## config.mk

```make
export PLATFORM = sky130hd
export DESIGN_NAME = ibutterfly_2
export DESIGN_NICKNAME = d
export VERILOG_FILES = /design/src/rtl/ibutterfly_2.sv
export SDC_FILE = /design/constraint.sdc
export NUM_CORES = 1
export LEC_CHECK = 0
export ABC_CLOCK_PERIOD_IN_PS = 4800
export CORE_AREA = 2 2 84 127
export DETAILED_ROUTE_END_ITERATION = 10
export DIE_AREA = 0 0 86 129
export DONT_BUFFER_PORTS = 1
export PLACE_DENSITY = 0.79
export SLEW_MARGIN = 15
export SYNTH_ARGS = -nofsm -noshare
export SYNTH_HDL_FRONTEND = slang
export SYNTH_SLANG_ARGS = --single-unit
```

## constraint.sdc

```tcl
create_clock -name clk -period 4.8 [get_ports clk]
set_input_delay 0.96 -clock clk [delete_from_list [all_inputs] [get_ports clk]]
set_output_delay 0.96 -clock clk [all_outputs]
set_load 0.005 [all_outputs]
```

## src/rtl/ibutterfly_2.sv

```systemverilog
// ibutterfly_2: two-point inverse butterfly with a shared add/subtract datapath and a conjugate-symmetry check
module ibutterfly_2 #(
  parameter int N = 4,
  localparam int W = 2 ** N
) (
  input  logic         clk,
  input  logic         rst,
  input  logic         in_valid,
  output logic         in_ready,
  input  logic [W-1:0] xr1,
  input  logic [W-1:0] xi1,
  input  logic [W-1:0] xr2,
  input  logic [W-1:0] xi2,
  output logic [W-1:0] a,
  output logic [W-1:0] b,
  output logic         out_valid,
  input  logic         out_ready,
  output logic         err
);
  typedef enum logic [1:0] {IDLE, CALC_A, CALC_B, HOLD} state_t;
  state_t state, state_nx;
  logic up;
  logic [W-1:0] r1, i1, r2, i2, half;
  logic [W:0] op_x, op_y, sum;
  logic bad;
  assign in_ready  = up && state == IDLE;
  assign out_valid = state == HOLD;
  // next state: IDLE waits for a handshake, HOLD waits for the consumer
  always_comb begin
    state_nx = state;
    case (state)
      IDLE:    state_nx = (in_valid && in_ready) ? CALC_A : IDLE;
      CALC_A:  state_nx = CALC_B;
      CALC_B:  state_nx = HOLD;
      default: state_nx = out_ready ? IDLE : HOLD;
    endcase
  end
  // one W+1-bit adder: xr1+xr2 in CALC_A, xi2-xi1 in CALC_B; halving is an arithmetic shift (floor)
  always_comb begin
    op_x = (state == CALC_B) ? {i2[W-1], i2} : {r1[W-1], r1};
    op_y = (state == CALC_B) ? {i1[W-1], i1} : {r2[W-1], r2};
    sum  = (state == CALC_B) ? op_x - op_y : op_x + op_y;
    half = W'(sum >> 1);
    bad  = (r1 != r2) || ((i1 + i2) != '0);
  end
  // state, captured operands, results and sticky error
  always_ff @(posedge clk or negedge rst) begin
    if (!rst) begin
      state <= IDLE;
      up    <= 1'b0;
      {r1, i1, r2, i2} <= '0;
      a     <= '0;
      b     <= '0;
      err   <= 1'b0;
    end else begin
      state <= state_nx;
      up    <= 1'b1;
      if (in_valid && in_ready) {r1, i1, r2, i2} <= {xr1, xi1, xr2, xi2};
      if (state == CALC_A) a <= half;
      if (state == CALC_B) b <= half;
      if (state == CALC_B) err <= err | bad;
    end
  end
endmodule
```

==> After elaboration in Yosys (flattened, before gate mapping) <==
Cells that the tools add are included.
{ "totals": {"ff_bits": 100, "input_bits": 68, "output_inout_bits": 35, "wordCells": 28} }
{ "classes": {"add_sub_neg": 3, "n_eq_ne": 4, "muxes": 6, "bitwise_logic": 1, "n_reduce_logical": 5} }
{ "op_table": {"columns": ["cell", "count"], "rows": [
  ["17-bit 2-to-1 mux", 3],
  ["17-bit adder", 1],
  ["17-bit subtractor", 1],
  ["16-bit adder", 1],
  ["16-bit != test", 1],
  ["16-bit nonzero test", 1],
  ["2-bit case mux with 3 select lines", 1],
  ["2-bit equality test, second input constant", 2],
  ["2-bit by 1-bit equality test with 1-bit output, second input constant", 1],
  ["1-bit logical AND", 2],
  ["2-bit zero test", 1],
  ["2-bit 2-to-1 mux", 1],
  ["1-bit logical OR", 1],
  ["1-bit 2-to-1 mux", 1],
  ["1-bit OR", 1]
]} }

==> Longest topological paths before layout <==
{ "logic_depth": {"depth_word": 5, "mapped_depth": 21, "depth_no_buf": 18} }

==> Worst setup path before layout <==
Ideal clock, no wire load.
{ "synth_path": {"kind": "register to register", "startpoint": "register state[0]", "endpoint": "register a[15]", "setup_time_ns": 0.125, "arrival_time_ns": 4.015, "required_ns": 4.675, "path_slack_ns": 0.660, "stages_incl_launch_ff": 19, "path_buffers": 3, "synth_period_minus_slack_ns": 4.140, "cell_sequence": "dfrtp_1 -> inv_1 -> ha_1 -> buf_4 -> clkbuf_1 -> buf_1 -> mux2i_1 -> ha_1 -> nand3b_1 -> or2_2 -> a31oi_1 -> ha_1 -> inv_1 -> o21bai_2 -> a2111oi_0 -> a21boi_1 -> o41ai_1 -> xnor2_1 -> mux2_2"} }
{ "synth_via": {"elab_chain_cells": 4, "word_cells_on_any_way": 7, "classes_between": "add/sub: 2; eq/ne: 2; mux: 3"} }
{ "synth_lines": {"columns": ["item", "line_no", "text"], "rows": [
  ["start, declared", "21", "state_t state, state_nx;"],
  ["start signal, assigned", "56", "state <= state_nx;"],
  ["2-bit equality test", "40, 41, 42", null],
  ["17-bit 2-to-1 mux, on equally long branches", "40, 41", null],
  ["17-bit adder or 17-bit subtractor (tied branches)", "42", "sum = (state == CALC_B) ? op_x - op_y : op_x + op_y;"],
  ["17-bit 2-to-1 mux", "42", null],
  ["end signal, assigned", "59", "if (state == CALC_A) a <= half;"],
  ["end, declared", "14", "output logic [W-1:0] a,"]
]} }
Parallel ways exist; a longest one is shown, timed or not.
A chain may end at the register's enable or synchronous reset.

==> Final worst setup path <==
{ "layout_path": {"startpoint": "register state[0]", "endpoint": "register a[13]"} }
The elaborated chain is that of the path after synthesis.

==> impl_metrics.csv <==
group,metric,value,unit
run_status,outcome,"finished clean",
logic_synthesis,async_flop_share,1.00,
grt,antenna_found_initial,0,
sta,max_slew_margin,0.503,
placed_design,hpwlAfterDp,11200,µm
grt,grt_max_degree,101,
cells_and_area,multi_input_area,3600,µm²
logic_synthesis,synth_edf_count,0,
clock_tree,cts_hold_buf,0,
clock_tree,clock_sinks,100,
worst_setup_path,cp-start-kind,"flip-flop",
logic_synthesis,synth_largest_area_cell,"dfrtp_1",
cells_and_area,insertedDiodeCount,0,
clock_tree,clk_latency,0.35,ns
logic_synthesis,synth_top_area_share,0.399,
clock_tree,cts_resized,0,
clock_tree,cts_inserted_buffers,9,
detailed_routing,avgViaCountPerCell,6.42,
cells_and_area,drive_gt1_frac,0.234,
grt,grt.overflow.total,0,
worst_setup_path,path_class,"flip-flop to flip-flop",
job,drv_cap,0,
logic_synthesis,ys.flop_type,"dfrtp_1",
floorplan,placementRows,45,
logic_synthesis,avgSynthCellArea,10.8,µm²
cells_and_area,fillers,781,
detailed_routing,dr.pass1.iters,4,
logic_synthesis,syn-instance-count,583,
cells_and_area,layout.nets,676,
logic_synthesis,ys_ff_latch,100,
worst_setup_path,worstPathMaxFanout,23,
logic_synthesis,yosys_warnings,0,
detailed_routing,routed_wl,14800,µm
logic_synthesis,synth_area_leaders,"dfrtp_1 (40%), mux2_2 (18%), ha_1 (7.0%)",
placed_design,io_buffers,0,
clock_tree,cts_tree,"built",
sta,tightest_slew,0.746,ns
clock_tree,clock_path_buffers,2,
logic_synthesis,synth.cell_area,6270,µm²
sta,period_share,0.881,
worst_setup_path,crit_arrival,4.46,ns
grt,grt_usage,0.271,
placed_design,gp_congestion,0.954,
detailed_routing,antenna_left,0,
sta,setup_tns,0,ns
sta,hold_violations,0,
sta,clock.fmax,237,MHz
detailed_routing,vias,4452,
sta,rsz0062_at_grt,"false",
logic_synthesis,netlist-cell-type-count,66,
worst_setup_path,crit_path_end_kind,"flip-flop",
grt,grt_pass1_wl,23100,µm
detailed_routing,drc,0,
floorplan,dieWidth,86,µm
sta,min_period,4.23,ns
sta,drv_slew,0,
worst_setup_path,reg2regPathDepth,16,
floorplan,die_h,129,µm
sta,skew,0.00908,ns
logic_synthesis,syn_nets,688,
cells_and_area,seqCellArea,2500,µm²
floorplan,io_pins,103,
floorplan,die_area,11100,µm²
min_path,min_path_type,"input port to asynchronous set/reset pin",
logic_synthesis,ys_seq_area_frac,0.399,
cells_and_area,area_growth,5.29,%
sta,setup_viol,0,
grt,grt_pass1_vias,4630,
clock_tree,htreeDepth,3,
clock_tree,path_clk_slew,0.07,ns
detailed_routing,first_iter_violations,268,
floorplan,start_util,0.629,
logic_synthesis,yosysMostFrequentCell,"mux2_2",
worst_setup_path,cp_data_required_time,5.03,ns
detailed_routing,drt-wirelength-per-cell,21.3,µm
clock_tree,cts_root_buf,"clkbuf_16",
floorplan,core,9970,µm²
clock_tree,cts_setup_buffers,0,
logic_synthesis,synth_common_cells,"mux2_2 (102), dfrtp_1 (100), ha_1 (35), nor2_1 (35), a21oi_1 (33)",
==> layout make-up <==
| type | instances | share of cell area |
|---|---|---|
| flip-flops and latches | 100 | 0.379 |
| repair buffers | 3 | 0.00341 |
| well taps | 117 | 0.0222 |
| clock inverters | 6 | 0.00625 |
| clock buffers | 10 | 0.0347 |
| multi-input cells | 440 | 0.545 |
| inverters | 17 | 0.00967 |
==> registers in the layout, indices dropped and copies added, names as in the netlist <==
| signal | flops |
|---|---|
| b | 16 |
| i1 | 16 |
| a | 16 |
| state | 2 |
| up | 1 |
| r1 | 16 |
| i2 | 16 |
| err | 1 |
| r2 | 16 |
==> cells by family (layout without fill, tap and decap cells) <==
| logic type | after synthesis | after routing | share of synthesized area |
|---|---|---|---|
| simple gates | 126 | 126 | 0.103 |
| mux | 113 | 113 | 0.201 |
| xor+xnor | 43 | 43 | 0.0601 |
| other cells | 1 | 1 | 0.000598 |
| buf+inv | 43 | 36 | 0.0281 |
| fa+ha+maj | 37 | 37 | 0.0762 |
| compound gates | 120 | 120 | 0.132 |
| flops | 100 | 100 | 0.399 |
==> worst max-delay path, cell delays in order (launching register included) <==
cell,delay (ns)
dfrtp_1,0.40
inv_1,0.10
ha_2,0.53
inv_1,0.11
a21boi_0,0.18
ha_1,0.29
nand3b_1,0.12
or2_2,0.33
a31oi_1,0.19
ha_1,0.29
inv_1,0.20
o21bai_2,0.13
a2111oi_0,0.37
a21boi_1,0.32
o31ai_1,0.13
xnor2_1,0.15
mux2_2,0.28
==> cell usage in the layout (no fill, tap or decap), types with 9 or more instances in the layout <==
| cell | instances |
|---|---|
| a211oi_1 | 9 |
| a21oi_1 | 33 |
| dfrtp_1 | 100 |
| nand2_1 | 27 |
| clkbuf_16 | 9 |
| xnor2_1 | 31 |
| mux2_2 | 102 |
| xor2_1 | 12 |
| ha_1 | 34 |
| nor2_1 | 35 |
| nor3_1 | 12 |
| o21ai_0 | 23 |
| inv_1 | 17 |
| mux2i_1 | 11 |
==> path summary, 6_finish.rpt <==
| check | from | slack (ns) | to |
|---|---|---|---|
| worst max-delay path | state[0] | 0.57 | a[13] |
| worst min-delay path | rst | 0.30 | a[2] |
| worst max register to register | state[0] | 0.57 | a[13] |
| worst min register to register | b[14] | 0.52 | b[14] |
| max in group asynchronous | rst | 4.31 | r2[6] |
| min in group clk | b[14] | 0.52 | b[14] |
==> metrics by stage <==
step	util	instance area, µm²	setup WS (ns)	hold slack, ns	std cells
2_1_floorplan	-	6270	0.660	0.473	583
3_3_place_gp	0.635	6330	0.751	0.507	677
3_5_place_dp	0.635	6330	0.588	0.508	677
4_1_cts	0.662	6600	0.584	0.295	693
5_1_grt	0.662	6600	0.152	0.291	693
6_report	0.662	6600	0.573	0.299	693
==> metal layers <==
| layer | up-vias | track usage | part of all wire |
|---|---|---|---|
| met3 | 22 | 0.0462 | 0.048 |
| met5 | - | 0 | 0 |
| met4 | 0 | 0.0952 | 0.022 |
| met1 | 2203 | 0.319 | 0.40 |
| li1 | 2103 | - | - |
| met2 | 124 | 0.493 | 0.53 |
Power is not shown: default switching activity piles up to over one toggle a cycle in this logic, so the estimate is an artifact.
